$ cat src/rtl/ram8_arb_pkg.sv
// Shared constants, FSM encoding and requester ids for the two-port RAM arbiter.
// Also holds the fixed-priority tie-break used when both requesters ask at once.
package ram8_arb_pkg;

  localparam int DATA_W = 16;
  localparam int ADDR_W = 3;

  typedef enum logic [1:0] {
    IDLE   = 2'd0,
    ACCESS = 2'd1,
    RESP   = 2'd2
  } state_t;

  localparam logic ID_A = 1'b0;
  localparam logic ID_B = 1'b1;

  // A lone requester always wins; a tie goes to whoever currently holds priority.
  function automatic logic pickWinner(input logic aReq, input logic bReq, input logic prio);
    if (aReq && bReq) begin
      return prio;
    end
    return aReq ? ID_A : ID_B;
  endfunction

endpackage

$ cat src/rtl/ram8.sv
// 8x16 storage: synchronous write, combinational read.
// Contents are deliberately left unreset.
module ram8
  import ram8_arb_pkg::*;
(
  input  logic              i_clk,
  input  logic              i_we,
  input  logic [ADDR_W-1:0] i_addr,
  input  logic [DATA_W-1:0] i_wdata,
  output logic [DATA_W-1:0] o_rdata
);

  logic [DATA_W-1:0] r_mem [0:(1<<ADDR_W)-1];

  always_ff @(posedge i_clk) begin
    if (i_we) begin
      r_mem[i_addr] <= i_wdata;
    end
  end

  assign o_rdata = r_mem[i_addr];

endmodule

$ cat src/rtl/ram8_arbiter.sv
// Round-robin arbiter granting two requesters access to a single ram8 instance.
// Each access walks IDLE -> ACCESS -> RESP, giving one access every three cycles.
module ram8_arbiter
  import ram8_arb_pkg::*;
(
  input  logic              clk,
  input  logic              rst_n,
  input  logic              a_req,
  input  logic              a_we,
  input  logic [ADDR_W-1:0] a_addr,
  input  logic [DATA_W-1:0] a_wdata,
  output logic              a_ack,
  input  logic              b_req,
  input  logic              b_we,
  input  logic [ADDR_W-1:0] b_addr,
  input  logic [DATA_W-1:0] b_wdata,
  output logic              b_ack,
  output logic [DATA_W-1:0] rdata,
  output logic              busy
);

  state_t            r_state;
  state_t            w_nextState;
  logic              r_id;
  logic              r_we;
  logic              r_prio;
  logic [ADDR_W-1:0] r_addr;
  logic [DATA_W-1:0] r_wdata;
  logic [DATA_W-1:0] r_rdata;
  logic [DATA_W-1:0] w_ramRdata;
  logic              w_anyReq;
  logic              w_winner;
  logic              w_ramLoad;

  assign w_anyReq = a_req | b_req;
  assign w_winner = pickWinner(a_req, b_req, r_prio);
  assign rdata    = r_rdata;

  always_ff @(posedge clk or negedge rst_n) begin
    if (!rst_n) begin
      r_state <= IDLE;
    end else begin
      r_state <= w_nextState;
    end
  end

  always_comb begin
    w_nextState = r_state;
    w_ramLoad   = 1'b0;
    a_ack       = 1'b0;
    b_ack       = 1'b0;
    busy        = 1'b1;
    case (r_state)
      IDLE: begin
        busy = 1'b0;
        if (w_anyReq) begin
          w_nextState = ACCESS;
        end
      end
      ACCESS: begin
        w_ramLoad   = r_we;
        w_nextState = RESP;
      end
      RESP: begin
        a_ack       = (r_id == ID_A);
        b_ack       = (r_id == ID_B);
        w_nextState = IDLE;
      end
      default: begin
        w_nextState = IDLE;
      end
    endcase
  end

  // Reset returns to IDLE, so an interrupted ACCESS never reaches its committing edge.
  always_ff @(posedge clk or negedge rst_n) begin
    if (!rst_n) begin
      r_id    <= ID_A;
      r_we    <= 1'b0;
      r_addr  <= '0;
      r_wdata <= '0;
      r_rdata <= '0;
      r_prio  <= ID_A;
    end else begin
      case (r_state)
        IDLE: begin
          if (w_anyReq) begin
            r_id    <= w_winner;
            r_we    <= (w_winner == ID_B) ? b_we    : a_we;
            r_addr  <= (w_winner == ID_B) ? b_addr  : a_addr;
            r_wdata <= (w_winner == ID_B) ? b_wdata : a_wdata;
          end
        end
        ACCESS: begin
          r_rdata <= r_we ? r_wdata : w_ramRdata;
        end
        RESP: begin
          r_prio <= ~r_id;
        end
        default: begin
        end
      endcase
    end
  end

  ram8 u_ram (
    .i_clk   (clk),
    .i_we    (w_ramLoad),
    .i_addr  (r_addr),
    .i_wdata (r_wdata),
    .o_rdata (w_ramRdata)
  );

endmodule

$ cat config.mk
export PLATFORM = sky130hd
export DESIGN_NAME = ram8_arbiter
export DESIGN_NICKNAME = d
export VERILOG_FILES = /design/src/rtl/ram8_arb_pkg.sv /design/src/rtl/ram8.sv /design/src/rtl/ram8_arbiter.sv
export SDC_FILE = /design/constraint.sdc
export NUM_CORES = 1
export LEC_CHECK = 0
export ABC_AREA = 1
export BUFFER_PORTS_ARGS = -buffer_cell sky130_fd_sc_hd__buf_4
export CAP_MARGIN = 20
export CELL_PAD_IN_SITES_DETAIL_PLACEMENT = 0
export CELL_PAD_IN_SITES_GLOBAL_PLACEMENT = 1
export CORE_MARGIN = 1.5
export CORE_UTILIZATION = 42
export CTS_BUF_LIST = sky130_fd_sc_hd__clkbuf_8 sky130_fd_sc_hd__clkbuf_16
export DETAILED_ROUTE_END_ITERATION = 7
export PLACE_DENSITY_LB_ADDON = 0.2
export SLEW_MARGIN = 20
export SYNTH_ARGS = -nofsm -noshare
export SYNTH_HDL_FRONTEND = slang
export SYNTH_SLANG_ARGS = --single-unit
$ cat constraint.sdc
create_clock -name clk -period 2.01 [get_ports clk]
set_input_delay 0.201 -clock clk [delete_from_list [all_inputs] [get_ports clk]]
set_output_delay 0.201 -clock clk [all_outputs]
set_load 0.005 [all_outputs]
# After elaboration in Yosys (flattened, before gate mapping)
# Memories as Yosys holds them, arrays and structs flattened. A register that Yosys moved wholly into a read port is not among the register bits.
# Index checks and enable logic that the tools add are counted.
op_classes:
  eq_ne: 3
  mux: 15
  bitwise: 2
  reduce_logical: 4
op_table:
  columns: ["op", "count"]
  rows:
  - ["$mux 16", 1]
  - ["$mux 1", 11]
  - ["$pmux 2 s2", 1]
  - ["$mux 3", 1]
  - ["$eq 2x1->1 const B", 1]
  - ["$eq 2x2->1 const B", 1]
  - ["$logic_not 2->1", 1]
  - ["$mux 2", 1]
  - ["$ne 2x2->1 const B", 1]
  - ["$reduce_and 2->1", 1]
  - ["$logic_and 1x1->1", 1]
  - ["$logic_not 1->1", 1]
  - ["$not 1->1", 1]
  - ["$or 1x1->1", 1]
totals:
  regBits: 24
  ramBits: 128
  output_inout_bits: 19
  n_memories: 1
memory_table:
  columns: ["memory", "depth", "width", "read_ports", "rd_ports_with_merged_regs", "write_ports", "line", "rtl"]
  rows:
  - ["u_ram.r_mem", 8, 16, 1, 1, 1, "ram8.sv:13", "logic [DATA_W-1:0] r_mem [0:(1<<ADDR_W)-1];"]

# Longest topological paths before layout
# Gate-level depths: netlist of the first run.
depth:
  word_depth: 4
  depth_mapped: 8

# By module
# Synthesis of the first run repeated with hierarchy kept, for this count alone.
hier_totals:
  cells_unflattened: 811
  area_unflattened_um2: 7493.4
modules_own_cells:
  columns: ["mod", "instances", "cells_each", "area_per_inst_um2", "seq_area_each_um2"]
  rows:
  - ["ram8", 1, 532, 5441.5, 3843.7]
  - ["ram8_arbiter", 1, 279, 2052.0, 1001.0]

# Least setup slack after synthesis of the first run
# No wires, ideal clock.
synth_path:
  path_kind: "register to register"
  from: "register r_addr[1]"
  to: "memory u_ram.r_mem[0][0], enable pin"
  arrival_ns: 1.666
  t_required_ns: 1.622
  slack_ns: -0.044
  path_stages_with_launch: 5
  n_path_buf: 1
  synth_period_minus_slack_ns: 2.054
  cell_sequence: "dfrtp_1 nor2_2 buf_2 inv_1 nor2_1"
synth_lines:
  columns: ["element", "line", "rtl"]
  rows:
  - ["from (decl)", "ram8_arbiter.sv:27", "logic [ADDR_W-1:0] r_addr;"]
  - ["from (signal assigned)", "ram8_arbiter.sv:90", "r_addr <= (w_winner == ID_B) ? b_addr : a_addr;"]
  - ["to (decl)", "ram8.sv:13", null]
# Straight into the memory's write port.

# Worst setup path in the final report of the first run
layout_path:
  from: "register r_state[1]"
  to: "register r_wdata[5]"
layout_between:
  elab_chain_len: 2
layout_lines:
  columns: ["element", "line", "rtl"]
  rows:
  - ["from (decl)", "ram8_arbiter.sv:22", "state_t r_state;"]
  - ["from (signal assigned)", "ram8_arbiter.sv:43", "r_state <= w_nextState;"]
  - ["$logic_not 2->1", "ram8_arbiter.sv:85", "case (r_state)"]
  - ["$reduce_and 2->1 (no line)", null, null]
  - ["to (signal assigned)", "ram8_arbiter.sv:91", "r_wdata <= (w_winner == ID_B) ? b_wdata : a_wdata;"]
  - ["to (decl)", "ram8_arbiter.sv:28", "logic [DATA_W-1:0] r_wdata;"]
# No other way between the ends.
# A chain may end at the register's enable or synchronous reset.

==> metrics.txt, run 1 <==
startpoint types register; final wirelength around 16,000 um; number of setup violations in the final report 0; P_leak 0.00391 uW; count leader, synth nand2_1; Slew HR 0.609; vias a little under 5k; Max Buffers Root-to-Sink 2; kind of critical path reg -> reg; area grow syn2layout 19.4%; die height about 130 um; status completed; drt first pass iters 5; fmax 0.626 GHz; max cap viols 0; post-CTS sizing 0; Peak supply drop about 0.7 mV; crit-path max FO 28; hold slack between 0.03 and 0.04 ns; Final Util 0.518; RR Startpoint r_state[1]$_DFFE_PN0P_; Top Ports 63; period utilization 0.794; clock sinks 168; Period minus WS final ~1.6 ns; Yosys cell types 20; clock-pin slew on the worst setup and hold paths ~0.07 ns; hold path depth 3; dominant cells by area after synthesis edfxtp_1 (53%), dfrtp_1 (14%), nand2_1 (9.5%), inv_1 (6.3%), nand3_1 (5.5%); critical path startpoint r_state[1]$_DFFE_PN0P_; die width around 130 um; DRC 0; Worst R2R Path Depth 5; final hold vios 0; Post-synth EDFFs 128; initial cell density of the core 0.434; Post-DP HPWL 10,700 um; Slew Limit Fails 0; fraction of registers with async set/reset 0.238; worst skew pair latency 0.42 ns; slowest stage delay, CP roughly 0.40 ns; vias in the first global route ~4.7k; Post-synth top cells nand2_1 (184), edfxtp_1 (128), inv_1 (121); Mean Syn Cell Area 10.1 um^2; Root Buffer clkbuf_16; largest area contributor in the synthesized netlist edfxtp_1; CP Cell Sequence or2_4, nor2_4, inv_2, nand2_1, o21ai_0; # rows between 40 and 50; crit path DAT 1.90 ns; Final Skew roughly 0.0063 ns; wire per inst 15.4 um; unrepaired setup endpoints after global routing false; gr ovfl total 0; GP Congestion 0.896; register area share after synthesis 0.669; layout cells sized above 1 0.160; Mapped Nets roughly 760; crit path max-delay cell type dfrtp_1; first-pass GRT wire length about 25,000 um; Synth top area share 0.530; path type of the worst min-delay path in -> reg; CP required ~2.3 ns; Vias per Instance 4.83; Worst Setup End Kind register; ANT cells 0; Gate Count Post-Synth 715; Die ar. roughly 18,000 um^2; Top FF cell, synth edfxtp_1; initial antenna violation count 0; largest net degree at the start of global routing a little over 80; layout net count just over 800; Post-Syn Area 7250 um^2; Pwr Density 1440 nW/um^2; FF+latch count, synth 168; Worst Tran Pin Value roughly 0.59 ns; Hold Startpoint a_wdata[14]; fillers between 1.5k and 2k; GRT Resource Usage Total 0.186; R2R setup slack a little over 0.4 ns; core area around 17,000 um^2; CTS tree built; R2R Path End r_wdata[5]$_DFFE_PN0P_; 1st-iter DRT viols between 300 and 400; H-tree depth 4; YS warnings 0; Hold Path End r_wdata[14]$_DFFE_PN0P_; number of input and output port buffers inserted slightly above 60; remaining antenna violation count 0; CTS Buf Count 17
-- placed cells by master (no fill, tap or decap), types with 4 or more instances in the layout --
cell and instances:
nand2_1 184, edfxtp_1 128, inv_1 121, nand3_1 79
buf_4 79, o21ai_0 46, dfrtp_1 39, nor2_1 30
clkbuf_16 17, o21bai_1 16, or2_0 14, o21ai_1 9
inv_2 5, bufinv_16 5, nor2_2 4, o22ai_1 4
-- where the power goes --
part           internal (uW)  switching, uW  total (uW)  leakage (uW)
Sequential              4700            769        5470       0.00165
Combinational           1250           2190        3440       0.00195
Clock                   2210           1330        3540      0.000314
-- how the worst max path moves through the flow --
stage                                             end  slack, ns  cells past startpoint
after global placement    u_ram.r_mem[5][3]$_DFFE_PP_       0.44                      4
final                          r_wdata[5]$_DFFE_PN0P_       0.41                      5
after detailed placement       r_wdata[3]$_DFFE_PN0P_       0.41                      5
after floorplan           u_ram.r_mem[0][0]$_DFFE_PP_      -0.04                      4
after global routing           r_wdata[3]$_DFFE_PN0P_       0.22                      5
after CTS                      r_wdata[3]$_DFFE_PN0P_       0.40                      5
-- layout make-up --
type                    count  area, um^2  area share
flip-flops and latches    168        4850       0.560
repair buffers             81         623      0.0720
clock buffers              17         425      0.0492
clock inverters            15         224      0.0259
inverters                 126         473      0.0547
multi-input cells         392        1790       0.206
well taps                 220         275      0.0318
-- through the flow --
| step | total power, uW | setup WS [ns] | cells | area [um^2] | setup TNS (ns) |
|---|---|---|---|---|---|
| floorplan | 7540 | -0.0443 | 715 | 7250 | -2.44 |
| global placement | 8950 | 0.437 | 986 | 7990 | 0 |
| detailed placement | 9040 | 0.407 | 986 | 7990 | 0 |
| CTS | 12600 | 0.395 | 1019 | 8650 | 0 |
| global route | 13300 | 0.224 | 1019 | 8650 | 0 |
| finish | 12500 | 0.413 | 1019 | 8650 | 0 |
-- layer usage --
metal | vias to the layer above | wire (um) | share of wire | global-route usage
li1 | 2448 | - | - | -
met1 | 2319 | 7700 | 0.49 | 0.270
met2 | 134 | 7030 | 0.45 | 0.283
met3 | 17 | 767 | 0.049 | 0.0393
met4 | 0 | 159 | 0.010 | 0.0538
met5 | - | 0 | 0 | 0
-- registers in the layout, summed over array words and instances, names as in the netlist --
name / flops
r_addr: 3
r_wdata: 16
u_ram.r_mem: 128
r_we: 1
r_state: 2
rdata: 16
r_id: 1
r_prio: 1
-- logic make-up after synthesis --
family,after synthesis,share of synthesized area
AO/OA/AOI/OAI,75,0.0580
buffers and inverters,155,0.0856
flip-flops,168,0.669
AND/OR/NAND/NOR,317,0.188
-- what timing repair did --
item / 4_1_cts / 5_1_grt
hold endpoints to repair: 40 / 0
buffers inserted: 0 / 0
hold buffers: 1 / 0
-- critical path: cells and delay by family (launching register included) --
family | cells | cell delay (ns)
buf+inv | 1 | 0.23
simple gates | 3 | 0.75
compound gates | 1 | 0.09
flops | 1 | 0.40
Note: power is estimated with default switching activity, not from simulation.
==> inputs of run 2 (changes only) <==
clock period = 1.4 ns   (was 2.01 ns; I/O delays follow)
==> metrics.txt, run 2 (synthesis gave the netlist of run 1 again) <==
Final Skew 0.00780 ns (+0.00153 ns); Max Buffers Root-to-Sink 2 (unchanged); startpoint types register; layout net count 893 (+7.6%); Worst R2R Path Depth 5 (unchanged); gr ovfl total 0 (unchanged); Hold Startpoint a_wdata[3]; 1st-iter DRT viols 422 (+7.4%); drt first pass iters 5 (unchanged); largest net degree at the start of global routing 41 (-50%); Top Ports 63 (unchanged); number of setup violations in the final report 121 (+121); GP Congestion 0.788 (-12%); hold slack -0.0128 ns (-0.0430 ns); CTS Buf Count 17 (unchanged); status finished with violations; H-tree depth 4 (unchanged); crit path DAT 1.63 ns (-0.27 ns); commonest non-fill, non-tap cell in the layout nand2_1; first-pass GRT wire length 27,400 um (+9.2%); Peak supply drop 1.30 mV (+87%); # rows 47 (unchanged); P_leak 0.00433 uW (+11%); Root Buffer clkbuf_16; Final Util 0.577 (+0.0587); FF/Latch Area 4850 um^2 (about the same); failing checks negative hold slack, negative setup slack; fmax 0.673 GHz (+7.4%); core area 16,700 um^2 (unchanged); final wirelength 18,000 um (+15%); R2R Path End u_ram.r_mem[1][12]$_DFFE_PP_; unrepaired setup endpoints after global routing true; Die ar. 18,100 um^2 (unchanged); ANT cells 0 (unchanged); worst skew pair latency 0.43 ns (about the same); Worst Tran Pin Value 0.571 ns (-0.0145 ns); max reg flops 128 (unchanged); remaining antenna violation count 0 (unchanged); CP required 1.54 ns (-0.77 ns); clock-pin slew on the worst setup and hold paths 0.06 ns (about the same); clock sinks 168 (unchanged); vias 5,178 (+5.3%); crit-path max FO 10 (-64%); hold path depth 3 (unchanged); die height 134 um (unchanged); Power Total 19,800 uW (+59%); final worst slack -0.0868 ns (-0.500 ns); vias in the first global route 4,995 (+5.7%); period utilization 1.06 (+0.268); design area 9630 um^2 (+11%); RR Startpoint r_addr[0]$_DFFE_PN0P_; register with the most flip-flops u_ram.r_mem; kind of critical path reg -> reg; Placed Area 8450 um^2 (+5.7%); path type of the worst min-delay path in -> reg; die width 134 um (unchanged); Period minus WS final 1.49 ns (-0.110 ns); Hold Path End r_wdata[3]$_DFFE_PN0P_; pre-CTS setup slack -0.0769 ns (-0.484 ns); DRC 0 (unchanged); R2R setup slack -0.09 ns (-0.50 ns); initial cell density of the core 0.434 (unchanged); Pwr Density 2060 nW/um^2 (+43%); Worst Setup End Kind register; Slew Limit Fails 0 (unchanged); Post-DP HPWL 11,800 um (+11%); GRT Resource Usage Total 0.204 (+0.0181); Vias per Instance 4.79 (-0.84%); layout cells sized above 1 0.232 (+0.0718); fillers 1,430 (-6.2%); number of input and output port buffers inserted 62 (unchanged); initial antenna violation count 0 (unchanged); CTS tree built; multi-input logic area 1960 um^2 (+9.8%); wire per inst 16.6 um (+8.3%); final hold vios 2 (+2); commonest cells after routing, fill and taps aside nand2_1 (181), edfxtp_1 (128), inv_1 (121), buf_4 (100), nand3_1 (71); area grow syn2layout 32.9%; Slew HR 0.619 (+0.0101); max cap viols 0 (unchanged)
run 2: changes by cell type in the layout (fill, tap and decap cells not counted), sizes merged:
cell,change
buf,+41
dlygate4sd3,+17
clkbuf,+10
bufinv,-3
inv,-2
run 2: power breakdown:
part	switching [uW]	internal (uW)
combinational	4110	3110
sequential	915	6760
clock	1930	2980
total	6950	12900
run 2: worst max path at each step:
stage,from,to,slack (ns),cells past startpoint
floorplan,r_state[0]$_DFFE_PN0P_,u_ram.r_mem[3][0]$_DFFE_PP_,-0.10,6
CTS,r_addr[0]$_DFFE_PN0P_,rdata[8]$_DFFE_PN0N_,-0.06,7
global placement,r_state[0]$_DFFE_PN0P_,rdata[0]$_DFFE_PN0N_,-0.08,6
detailed placement,r_state[0]$_DFFE_PN0P_,rdata[6]$_DFFE_PN0N_,-0.08,6
global route,r_addr[0]$_DFFE_PN0P_,u_ram.r_mem[1][12]$_DFFE_PP_,-0.12,5
finish,r_addr[0]$_DFFE_PN0P_,u_ram.r_mem[1][12]$_DFFE_PP_,-0.09,5
run 2: routing by layer:
layer,track usage,routed length [um],vias to the layer above
li1,-,-,2582
met1,0.302,8870,2417
met2,0.299,7910,159
met3,0.0480,949,20
met4,0.0603,280,0
met5,0,0,-
run 2: cell type report:
cell class,count,share of cell area
Inverter,126,0.0510
Clock inverter,10,0.0119
Timing Repair Buffer,144,0.148
Clock buffer,22,0.0536
Sequential cell,168,0.503
Multi-Input combinational cell,392,0.204
Tap cell,220,0.0286
run 2: repair_timing:
action / 4_1_cts / 5_1_grt
hold buffers: 18 / 0
gates cloned: 0 / 7
setup buffers: 2 / 8
setup endpoints to repair: 76 / 155
pin swaps: 1 / 14
hold endpoints to repair: 56 / 0
resized for setup: 9 / 41
run 2: through the flow:
| stage | std cells | TNS [ns] |
|---|---|---|
| CTS | 1067 | -1.39 |
| floorplan | 715 | -11.95 |
| finish | 1082 | -3.75 |
| global route | 1082 | -10.52 |
| global placement | 1015 | -0.756 |
| detailed placement | 1015 | -1.04 |
run 2: critical path: stages, from the launching register on:
cell and delay [ns]:
dfrtp_2 0.47, buf_12 0.17, buf_12 0.11, nand2_8 0.07, nor2_4 0.16, clkbuf_16 0.20
==> inputs of run 3 (changes only) <==
--- a/config.mk
+++ b/config.mk
@@ -7,4 +7,5 @@
 export LEC_CHECK = 0
 export ABC_AREA = 1
+export ABC_CLOCK_PERIOD_IN_PS = 1400
 export BUFFER_PORTS_ARGS = -buffer_cell sky130_fd_sc_hd__buf_4
 export CAP_MARGIN = 20
@@ -15,4 +16,5 @@
 export CTS_BUF_LIST = sky130_fd_sc_hd__clkbuf_8 sky130_fd_sc_hd__clkbuf_16
 export DETAILED_ROUTE_END_ITERATION = 7
+export GPL_ROUTABILITY_DRIVEN = 0
 export PLACE_DENSITY_LB_ADDON = 0.2
 export SLEW_MARGIN = 20
==> constraint.sdc (replaced) <==
create_clock -name clk -period 1.4 [get_ports clk]
set_input_delay 0.28 -clock clk [delete_from_list [all_inputs] [get_ports clk]]
set_output_delay 0.28 -clock clk [all_outputs]
set_load 0.005 [all_outputs]
==> metrics.txt, run 3 (synthesis gave the netlist of run 1 again) <==
number of input and output port buffers inserted 62 (unchanged); Die ar. 18,100 um^2 (unchanged); M1 GR Usage 0.321 (+0.0190); path type of the worst min-delay path in -> reg; worst skew pair latency 0.42 ns (about the same); Worst Tran Pin Value 0.584 ns (+0.0134 ns); GRT Resource Usage Total 0.206 (+0.00158); Final Skew 0.00662 ns (-0.00119 ns); layout cells sized above 1 0.250 (+0.0180); Power Total 20,100 uW (+1.3%); commonest non-fill, non-tap cell in the layout nand2_1; CP Cell Sequence buf_6, nor2_4, nand2_4, inv_6, nand2_4, nor2_4, buf_12; initial cell density of the core 0.434 (unchanged); Max Buffers Root-to-Sink 2 (unchanged); clock-pin slew on the worst setup and hold paths 0.06 ns (about the same); # rows 47 (unchanged); P_leak 0.00432 uW (-0.20%); R2R Path End u_ram.r_mem[1][9]$_DFFE_PP_; final worst slack -0.127 ns (-0.0400 ns); Worst Setup End Kind register; drt first pass iters 5 (unchanged); Final Util 0.571 (-0.00554); die width 134 um (unchanged); vias in the first global route 4,995 (unchanged); crit path DAT 1.65 ns (+0.02 ns); kind of critical path reg -> reg; Period minus WS final 1.53 ns (+0.0400 ns); Top Usage Layer GRT met1; Vias per Instance 4.87 (+1.9%); hold slack 0.114 ns (+0.127 ns); CTS Buf Count 17 (unchanged); number of setup violations in the final report 146 (+21%); Hold Path End r_wdata[7]$_DFFE_PN0P_; pre-CTS setup slack -0.0601 ns (+0.0168 ns); 1st-iter DRT viols 550 (+30%); Post-Place Cells 1,018 (+0.30%); die height 134 um (unchanged); commonest cells after routing, fill and taps aside nand2_1 (177), edfxtp_1 (128), inv_1 (119), buf_4 (97), nand3_1 (62); Slew HR 0.611 (-0.00892); startpoint types register; first-pass GRT wire length 27,700 um (+1.2%); layout net count 879 (-1.6%); final hold vios 0 (-2); Pwr Density 2100 nW/um^2 (+2.3%); RR Startpoint r_state[1]$_DFFE_PN0P_; period utilization 1.09 (+0.0285); CTS tree built; Post-DP HPWL 12,100 um (+2.0%); Slew Limit Fails 0 (unchanged); largest net degree at the start of global routing 41 (unchanged); final wirelength 17,900 um (-0.52%); ANT cells 0 (unchanged); area grow syn2layout 31.7%; gr ovfl total 0 (unchanged); CP required 1.53 ns (about the same); crit-path max FO 16 (+6); crit path max-delay cell type dfrtp_1; Hold Startpoint a_wdata[7]; failing checks negative setup slack; GRT met3 Usage 0.0321 (-0.0159); fmax 0.655 GHz (-2.6%); H-tree depth 4 (unchanged); status finished with violations; register with the most flip-flops u_ram.r_mem; post-layout instance count excluding filler cells 1,068 (-1.3%); wire per inst 16.8 um (+0.78%); fillers 1,419 (-0.77%); hold path depth 3 (unchanged); Top Ports 63 (unchanged); max reg flops 128 (unchanged); initial antenna violation count 0 (unchanged); clock sinks 168 (unchanged); max cap viols 0 (unchanged); Root Buffer clkbuf_16; R2R setup slack -0.13 ns (-0.04 ns); Worst R2R Path Depth 7 (+2); vias 5,206 (+0.54%); unrepaired setup endpoints after global routing true; DRC 0 (unchanged); slowest stage delay, CP 0.41 ns (-0.06 ns); core area 16,700 um^2 (unchanged); M2 GR Usage 0.295 (-0.00427); remaining antenna violation count 0 (unchanged); Peak supply drop 1.13 mV (-13%)
run 3: changes by cell type in the layout (fill, tap and decap cells not counted), moves of 4 or more:
cell	change
o21ai_0	+9
buf_6	+4
nand3_1	-9
nand3_2	+9
o21ai_1	-4
nand2_1	-4
o21ai_2	-5
dlygate4sd3_1	-17
run 3: worst max-delay path by stage:
stage	startpoint	slack, ns	to
3_5_place_dp	r_state[0]$_DFFE_PN0P_	-0.06	rdata[6]$_DFFE_PN0N_
3_3_place_gp	r_state[0]$_DFFE_PN0P_	-0.09	rdata[13]$_DFFE_PN0N_
5_1_grt	r_state[1]$_DFFE_PN0P_	-0.17	u_ram.r_mem[7][0]$_DFFE_PP_
6_report	r_state[1]$_DFFE_PN0P_	-0.13	u_ram.r_mem[1][9]$_DFFE_PP_
2_1_floorplan	r_state[0]$_DFFE_PN0P_	-0.10	u_ram.r_mem[3][0]$_DFFE_PP_
4_1_cts	r_state[1]$_DFFE_PN0P_	-0.13	u_ram.r_mem[1][9]$_DFFE_PP_
run 3: stage by stage:
step / setup TNS [ns] / cell area (um^2)
floorplan: -11.95 / 7360
detailed placement: -2.08 / 8490
global route: -21.43 / 9540
finish: -13.39 / 9540
CTS: -16.15 / 9280
global placement: -0.828 / 8490
run 3: layout make-up:
type                            count  area [um^2]  area share
Sequential cell                   168         4850       0.508
Multi-Input combinational cell    392         1990       0.209
Timing Repair Buffer              130         1310       0.137
Clock buffer                       23          553      0.0580
Inverter                          126          487      0.0510
Tap cell                          220          275      0.0288
Clock inverter                      9         81.3     0.00852
run 3: power breakdown:
group	internal, uW	switching (uW)	leakage, uW	total [uW]
registers	6760	950	0.00165	7710
logic	3350	4170	0.00235	7510
clock network	2970	1870	0.000321	4830
total	13100	6980	0.00432	20100
run 3: metal layers:
metal  vias to the layer above  routed length [um]  share of wire
li1                       2552                   -              -
met1                      2482                8790           0.49
met2                       163                7920           0.44
met3                         9                1060          0.059
met4                         0                 144         0.0080
met5                         -                   0              0
run 3: timing repair:
item	4_1_cts	5_1_grt
buffers inserted	6	6
pin swaps	11	47
gates cloned	2	3
gates resized for setup	11	41
hold endpoints to repair	40	0
hold buffers	1	0
endpoints found under the setup margin	147	150
run 3: worst max-delay path, delay by kind of cell, from the launching register on:
family	cells	cell delay [ns]
buffers and inverters	3	0.38
DFF	1	0.41
and+or+nand+nor	4	0.42
